===== src/rtl/nes_emu_pkg.sv =====
// Shared types and constants for the NES/SNES controller emulator.
package nes_emu_pkg;
  typedef enum logic [1:0] {IDLE, LOAD, SHIFT, DONE} nes_emu_state_t;

  localparam int NES_BUTTONS  = 8;
  localparam int SNES_BUTTONS = 16;

  localparam int BTN_A      = 0;
  localparam int BTN_B      = 1;
  localparam int BTN_SELECT = 2;
  localparam int BTN_START  = 3;
  localparam int BTN_UP     = 4;
  localparam int BTN_DOWN   = 5;
  localparam int BTN_LEFT   = 6;
  localparam int BTN_RIGHT  = 7;
endpackage


===== src/rtl/nes_sync_edge.sv =====
// Two-flop synchroniser for an asynchronous console line, with rise/fall pulses.
module nes_sync_edge
  import nes_emu_pkg::*;
(
  input  logic clk_i,
  input  logic rst_i,
  input  logic d_i,
  output logic rise_o,
  output logic fall_o
);
  logic sync1_q, sync2_q, prev_q;

  always_ff @(posedge clk_i or posedge rst_i) begin
    if (rst_i) begin
      sync1_q <= 1'b0;
      sync2_q <= 1'b0;
      prev_q  <= 1'b0;
    end else begin
      sync1_q <= d_i;
      sync2_q <= sync1_q;
      prev_q  <= sync2_q;
    end
  end

  assign rise_o = sync2_q & ~prev_q;
  assign fall_o = ~sync2_q & prev_q;
endmodule


===== src/rtl/nes_controller_emulator.sv =====
// Multi-channel NES/SNES serial controller emulator driven by console latch/clock.
// Optional turbo buttons are compiled in with NES_EMU_TURBO_EN.
module nes_controller_emulator
  import nes_emu_pkg::*;
#(
  parameter int NUM_CHANNELS = 2,
  parameter int NUM_BUTTONS  = NES_BUTTONS,
  parameter int ACTIVE_LOW   = 1,
  parameter int TURBO_DIV    = 4
) (
  input  logic                                      clk,
  input  logic                                      reset,
  input  logic                                      nes_latch,
  input  logic                                      nes_clock,
  input  logic [NUM_CHANNELS-1:0][NUM_BUTTONS-1:0]  buttons,
  input  logic [NUM_CHANNELS-1:0][NUM_BUTTONS-1:0]  turbo_mask,
  output logic [NUM_CHANNELS-1:0]                   nes_data,
  output logic                                      frame_strobe,
  output logic [$clog2(NUM_BUTTONS+1)-1:0]          bit_index
);
  localparam int IW = $clog2(NUM_BUTTONS+1);
  localparam logic [IW-1:0] IDX_MAX = IW'(NUM_BUTTONS);
  localparam logic AL_BIT = (ACTIVE_LOW != 0);

  logic latch_rise, latch_fall, clk_rise, clk_fall_unused;
  logic [NUM_CHANNELS-1:0][NUM_BUTTONS-1:0] snap;

  nes_sync_edge u_latch_sync (
    .clk_i (clk), .rst_i (reset), .d_i (nes_latch),
    .rise_o(latch_rise), .fall_o(latch_fall)
  );

  nes_sync_edge u_clock_sync (
    .clk_i (clk), .rst_i (reset), .d_i (nes_clock),
    .rise_o(clk_rise), .fall_o(clk_fall_unused)
  );

`ifdef NES_EMU_TURBO_EN
  localparam int TW = (TURBO_DIV > 1) ? $clog2(TURBO_DIV) : 1;
  logic [TW-1:0] turbo_cnt_q;
  logic          turbo_phase_q;

  // Phase starts "pressed" and flips every TURBO_DIV frames.
  always_ff @(posedge clk or posedge reset) begin
    if (reset) begin
      turbo_cnt_q   <= '0;
      turbo_phase_q <= 1'b1;
    end else if (frame_strobe) begin
      if (turbo_cnt_q == TW'(TURBO_DIV-1)) begin
        turbo_cnt_q   <= '0;
        turbo_phase_q <= ~turbo_phase_q;
      end else begin
        turbo_cnt_q <= turbo_cnt_q + 1'b1;
      end
    end
  end

  always_comb begin
    snap = '0;
    for (int c = 0; c < NUM_CHANNELS; c++)
      snap[c] = buttons[c] & ~(turbo_mask[c] & {NUM_BUTTONS{~turbo_phase_q}});
  end
`else
  logic unused_turbo;
  assign unused_turbo = (^turbo_mask) ^ (TURBO_DIV > 1);
  assign snap = buttons;
`endif

  nes_emu_state_t                           state_q, state_d;
  logic [NUM_CHANNELS-1:0][NUM_BUTTONS-1:0] sr_q, sr_d;
  logic [IW-1:0]                            idx_q, idx_d;
  logic [NUM_CHANNELS-1:0]                  data_q, data_d;
  logic                                     strobe_q, strobe_d;

  always_comb begin
    state_d  = state_q;
    sr_d     = sr_q;
    idx_d    = idx_q;
    strobe_d = 1'b0;
    if (latch_rise) begin
      state_d = LOAD;
      sr_d    = snap;
      idx_d   = '0;
    end else begin
      case (state_q)
        LOAD: begin
          idx_d = '0;
          if (latch_fall) begin
            state_d  = SHIFT;
            strobe_d = 1'b1;
          end else begin
            sr_d = snap;
          end
        end
        SHIFT: begin
          if (clk_rise) begin
            for (int c = 0; c < NUM_CHANNELS; c++)
              sr_d[c] = {1'b0, sr_q[c][NUM_BUTTONS-1:1]};
            idx_d = idx_q + 1'b1;
            if (idx_d == IDX_MAX) state_d = DONE;
          end
        end
        default: ;
      endcase
    end
    // Outside an active frame the line idles at the open-bus level.
    data_d = '1;
    if (state_d == LOAD || state_d == SHIFT)
      for (int c = 0; c < NUM_CHANNELS; c++)
        data_d[c] = sr_d[c][0] ^ AL_BIT;
  end

  always_ff @(posedge clk or posedge reset) begin
    if (reset) begin
      state_q  <= IDLE;
      sr_q     <= '0;
      idx_q    <= '0;
      data_q   <= '1;
      strobe_q <= 1'b0;
    end else begin
      state_q  <= state_d;
      sr_q     <= sr_d;
      idx_q    <= idx_d;
      data_q   <= data_d;
      strobe_q <= strobe_d;
    end
  end

  assign nes_data     = data_q;
  assign frame_strobe = strobe_q;
  assign bit_index    = idx_q;
endmodule

===== config.mk =====
export PLATFORM = sky130hd
export DESIGN_NAME = nes_controller_emulator
export DESIGN_NICKNAME = d
export VERILOG_FILES = /design/src/rtl/nes_emu_pkg.sv /design/src/rtl/nes_sync_edge.sv /design/src/rtl/nes_controller_emulator.sv
export SDC_FILE = /design/constraint.sdc
export NUM_CORES = 1
export LEC_CHECK = 0
export ABC_AREA = 1
export BUFFER_PORTS_ARGS = -buffer_cell sky130_fd_sc_hd__buf_2
export CAP_MARGIN = 10
export CORE_MARGIN = 2
export CORE_UTILIZATION = 25
export DETAILED_ROUTE_END_ITERATION = 12
export PLACE_DENSITY = 0.51
export SETUP_SLACK_MARGIN = 0.02
export SLEW_MARGIN = 10
export SYNTH_ARGS = -nofsm -noshare
export SYNTH_HDL_FRONTEND = slang
export SYNTH_SLANG_ARGS = --single-unit

===== constraint.sdc =====
create_clock -name clk -period 3.4 [get_ports clk]
set_clock_uncertainty 0.05 [all_clocks]
set_input_delay 0.51 -clock clk [delete_from_list [all_inputs] [get_ports clk]]
set_output_delay 0.51 -clock clk [all_outputs]
set_load 0.05 [all_outputs]

### Word level (Yosys, flattened, before mapping)

Cells that the tools add are included.

* register bits after elaboration: 31
* bits of input ports: 36
* output and inout port bits: 7
* word-level logic and storage cells: 50

* add/sub/neg operators: 1
* equality and inequality tests: 7
* muxes and demuxes: 16
* bitwise operators: 8
* reductions and logical operators: 4

Operators with widths (number)
* 16-bit two-way mux: 3
* 16-bit case mux with 2 select lines: 1
* 2-bit two-way mux: 5
* 4-bit two-way mux: 2
* 4-bit case mux with 2 select lines: 1
* 3-bit inequality test (second input constant): 2
* 1-bit inverter: 5
* 4-bit by 1-bit adder with 4-bit output (second input constant): 1
* 2-bit by 1-bit equality test with 1-bit output (second input constant): 2
* 2-bit equality test (second input constant): 2
* 4-bit equality test (second input constant): 1
* 2-bit case mux with 2 select lines: 1
* 1-bit AND: 3
* 1-bit two-way mux: 3
* 3-bit AND reduction: 1
* 3-bit nonzero test: 1
* 2-bit AND reduction: 1
* 1-bit logical OR: 1

### Longest topological paths before layout

* depth after elaboration: 9
* depth in mapped cells: 9
* mapped depth without buffers: 9

### Modules after synthesis

From an unflattened synthesis, not the netlist that was laid out.

* cells, all modules: 197
* area, all modules: 1632.8 um^2

By module, submodules not included
* nes_controller_emulator: times used 1, cells an instance 181, area an instance 1445.1 um^2, seq. area each 628.1 um^2
* nes_sync_edge: times used 2, cells an instance 8, area an instance 93.8 um^2, seq. area each 75.1 um^2

### Least setup slack after synthesis

No wires, ideal clock.

* path type: flip-flop to flip-flop
* from: register idx_q[0], in the netlist bit_index[0]
* to: register data_q[0], in the netlist nes_data[0]
* library setup time: 0.064 ns
* arrival time: 1.475 ns
* required time: 3.286 ns
* slack: 1.811 ns
* cell stages (with the launch flop): 8
* path buffers: 0
* clock period less this slack: 1.589 ns
* path through: dfrtp_1 > ha_1 > nand2_1 > nor3_1 > nand3_1 > nand2_1 > nand2_1 > nand3_1

* word-level cells in the longest chain between the ends: 9
* elaborated cells on any way between the ends: 10
* those cells by class: add/sub: 1; eq/ne: 3; mux: 5; reduce/logical: 1

RTL lines
* from (decl): RTL line nes_controller_emulator.sv:71 `logic [IW-1:0] idx_q, idx_d;`
* from (signal assigned): RTL line nes_controller_emulator.sv:123 `idx_q <= idx_d;`
* 4-bit by 1-bit adder with 4-bit output (*): RTL line nes_controller_emulator.sv:99 `idx_d = idx_q + 1'b1;`
* 4-bit equality test (*): RTL line nes_controller_emulator.sv:100 `if (idx_d == IDX_MAX) state_d = DONE;`
* 2-bit two-way mux (*): RTL line nes_controller_emulator.sv:100
* 2-bit two-way mux (*): RTL line nes_controller_emulator.sv:96 `if (clk_rise) begin`
* 2-bit case mux with 2 select lines (*): RTL line nes_controller_emulator.sv:85 `case (state_q)`
* 2-bit two-way mux (*): RTL line nes_controller_emulator.sv:80 `if (latch_rise) begin`
* via state_d[0]: RTL line nes_controller_emulator.sv:69 `nes_emu_state_t state_q, state_d;`
* 2-bit by 1-bit equality test with 1-bit output or 2-bit equality test (tied branches): RTL line nes_controller_emulator.sv:108 `if (state_d == LOAD || state_d == SHIFT)`
* 1-bit logical OR (*): RTL line nes_controller_emulator.sv:108
* 2-bit two-way mux (*): RTL line nes_controller_emulator.sv:108
* via data_d[0]: RTL line nes_controller_emulator.sv:72 `logic [NUM_CHANNELS-1:0] data_q, data_d;`
* to (signal assigned): RTL line nes_controller_emulator.sv:124 `data_q <= data_d;`
* to (decl): RTL line nes_controller_emulator.sv:72

Mark *: on every way through the listed nets, which the timed path passes. The rest lies on a longest branch.
A chain may end at the register's enable or synchronous reset.

==> Flow_metrics.wiki <==
{| class="wikitable"
! Metric !! Value
|-
| Overflow left after global routing || 0
|-
| Final number of setup-violating endpoints || 0
|-
| Count of buffer and inverter cells on the critical path || 2
|-
| Flop-to-flop setup slack || 1.46 ns
|-
| DIE AREA || 0.007152 mm²
|-
| Worst-skew pair later-pin latency || between 0.2 and 0.3 ns
|-
| Postcts setup bufs || 0
|-
| Layout cells sized above 1 || 19.13%
|-
| Number of antenna violations at the first check in global routing || 0
|-
| Residual antenna-violating net count after detailed routing || 0
|-
| Clock Sinks || 31
|-
| Kind of capture point of the worst setup path || flop
|-
| Maximum root-to-sink buffer count || 2
|-
| Number of hold violations in the final report || 0
|-
| Post-route clock period utilization || 57.04%
|-
| Seq cells post-synth || 31
|-
| Total wire length after detailed routing || between 3 and 4 mm
|-
| Cell type of the slowest stage on the worst timing path || inv_1
|-
| Initial cell density of the core || 25.70%
|-
| Placeable core region || 0.006314 mm²
|-
| Number of global-route vias before repair || 1229
|-
| Post-layout min period || 1.939 ns
|-
| Power Density || about 660 mW/mm²
|-
| Mapped Avg Cell Area || 8.034 µm²
|-
| Vias per cell || 4.508
|-
| Final count of pins violating max slew || 0
|-
| Global-route wire length before repair || approximately 6 mm
|-
| Post-detailed-route DRC marker count || 0
|-
| Number of non-filler instances in the completed layout || 307
|-
| RSZ-0062 raised after global routing || no
|-
| Synth warnings || 0
|-
| Worst path arrival time || 2.10 ns
|-
| Length of the first detailed-routing pass in iterations || 4
|-
| FF/Latch Area || approximately 780 µm²
|-
| TritonCTS clock tree || built
|-
| Clk root buf || clkbuf_8
|-
| Placed Area || 0.001797 mm²
|-
| Area of combinational cells with multiple inputs || 710.7 µm²
|-
| Maximum number of pins on one net before global-route repair || 32
|-
| Number of library cell types mapped by synthesis || 25
|-
| Worst supply voltage drop on vdd || 0.1620 mV
|-
| Sum of negative setup slack || 0 ns
|-
| Endpoint required time on the critical path || 3.56 ns
|-
| Vias || about 1400
|-
| Netlist area before placement || approximately 0.0016 mm²
|-
| Aggregate global-route resource usage || a little over a tenth
|-
| Clock slew at the register clock pins of the worst setup and hold paths || 0.06 ns
|-
| I/O pin count || 43
|-
| Cts repair resizes || 0
|-
| Startpoint kind of the worst setup timing path || flop
|-
| Startpoint of the most critical setup path || state_q[0]
|-
| Status || finished clean
|-
| Crit-path max FO || 15
|-
| Leakage component of the power || 0.9771 nW
|-
| Max cap viols || 0
|-
| Placer congestion estimate || 0.7555
|-
| Synthesized instance count || 202
|-
| Die Span X || 84.57 µm
|-
| Hold buffer count at CTS || 0
|-
| CTS buffer count || 5
|-
| Number of nets produced by synthesis || 242
|-
| DRC violation total after the first TritonRoute iteration || 90
|-
| H-tree lvl count || 2
|-
| Ordered list of cells on the worst path || inv_1, ha_1, nand3_2, inv_1, nand3_1, nand2_1, nand2_1, nand2_1, nand3_1
|-
| Hold WC Path Type || in -> async
|-
| Largest stage delay on the critical path || 0.44 ns
|-
| Fill cells || 709
|-
| Detailed placer's ending HPWL || 2.483 mm
|-
| Count of buffers inserted at the top-level ports || 26
|-
| Most common cell on crit path || nand2_1
|-
| Relative slew slack || 62.82%
|-
| Top Family by Delay on Critical Path || simple AND/OR/NAND/NOR gates
|-
| Cell Count Post-Placement || 299
|-
| Maximum clock rate || a little over 500 MHz
|-
| Syn-to-layout area delta || 15.73%
|-
| Launching point of the worst reg2reg path || state_q[0]
|-
| Height of the die || 84.57 µm
|-
| Critical path type || reg -> reg
|-
| Rows || 29
|-
| Antenna diodes || 0
|-
| Worst-margin pin slew || 0.5571 ns
|-
| Most common cell after layout, fill and taps aside || nand2_1
|-
| Register area share after synthesis || 47.96%
|-
| Total chip power || 1.234 mW
|-
| Area of all placed cells without fillers || 0.001878 mm²
|-
| Layout Nets || 269
|-
| Top library cells by usage in the layout, fill and taps aside || 77 x nand2_1, 45 x nand3_1, 29 x dfrtp_1, 26 x buf_2, 16 x inv_1
|-
| Mean routed wirelength per cell || 11.69 µm
|}
[Yosys cell counts]
cell type | instances | area [µm²]
a21oi_1 | 1 | 5.000
buf_2 | 3 | 15.01
buf_6 | 4 | 45.04
dfrtp_1 | 29 | 725.7
dfstp_2 | 2 | 52.55
ha_1 | 4 | 50.05
inv_1 | 16 | 60.06
inv_2 | 2 | 7.510
inv_4 | 1 | 6.260
mux2i_1 | 1 | 10.01
nand2_1 | 77 | 289.0
nand2_2 | 1 | 6.260
nand2_4 | 1 | 11.26
nand3_1 | 45 | 225.2
nand3_2 | 1 | 10.01
nand4_1 | 2 | 12.51
nor2_2 | 1 | 6.260
nor2_4 | 1 | 11.26
nor3_1 | 1 | 5.000
o211ai_1 | 1 | 7.510
o211ai_4 | 1 | 21.27
o21ai_0 | 4 | 20.02
o21ai_1 | 1 | 5.000
o22ai_1 | 1 | 6.260
xnor2_1 | 1 | 8.760
[flip-flops by register name, indices dropped and copies added, names as in the netlist]
| name | count |
|---|---|
| bit_index | 4 |
| frame_strobe | 1 |
| nes_data | 2 |
| sr_q | 16 |
| state_q | 2 |
| u_clock_sync.prev_q | 1 |
| u_clock_sync.sync1_q | 1 |
| u_clock_sync.sync2_q | 1 |
| u_latch_sync.prev_q | 1 |
| u_latch_sync.sync1_q | 1 |
| u_latch_sync.sync2_q | 1 |
[cell families (layout without fill, tap and decap cells)]
group,after synthesis,count (layout),share of synthesized area [%]
adders and majority gates,4,4,3.084
buffers and inverters,26,54,8.250
and+or+nand+nor,130,130,35.54
AOI/OAI and AO/OA,9,9,4.009
xor gates and xnor gates,1,1,0.5398
DFF,31,31,47.96
muxes,1,1,0.6168
[stage by stage]
| step | utilization, % | setup WS, ns | hold WS [ns] |
|---|---|---|---|
| 6_report | 29.75 | 1.461 | 0.2429 |
| 5_1_grt | 29.75 | 1.275 | 0.2753 |
| 4_1_cts | 29.75 | 1.469 | 0.2605 |
| 3_5_place_dp | 28.46 | 1.477 | 0.2858 |
| 3_3_place_gp | 28.46 | 1.471 | 0.2814 |
| 2_1_floorplan | - | 1.811 | 0.2812 |
[final timing paths]
kind	to	cells after the start
worst max-delay path	nes_data[0]	9
worst min-delay path	sr_q[14]	3
worst max register to register	nes_data[0]	9
worst min register to register	u_latch_sync.sync2_q	0
max in group asynchronous	nes_data[0]	3
min in group clk	u_latch_sync.sync1_q	1
[cell type report]
class	count	area share [%]
clock buffers	7	4.064
clock inverters	1	0.2665
inverters	19	3.931
multi-input cells	145	37.84
flip-flops and latches	31	41.44
well taps	77	5.130
repair buffers	27	7.328
[worst reg2reg max path: cells and delay by family (launching register included)]
family / cells / cell delay [ns]
and+or+nand+nor: 6 / 0.60
buffers and inverters: 2 / 0.53
DFF: 1 / 0.38
adders and majority gates: 1 / 0.30
[power breakdown]
group	total (mW)	switching (mW)	leakage, nW	internal (mW)
Clock	0.277	0.134	0.0422	0.143
Sequential	0.489	0.0373	0.397	0.452
Combinational	0.468	0.337	0.537	0.130
Total	1.23	0.508	0.977	0.725
[layer usage]
layer  up-vias  global-route usage [%]  share of wire [%]
li1        702                       -                  -
met1       636                   14.58                 48
met2        40                   14.82                 44
met3         6                   3.933                5.4
met4         0                   5.483                2.3
met5         -                       0                  0
Note: power is estimated with default switching activity, not from simulation.
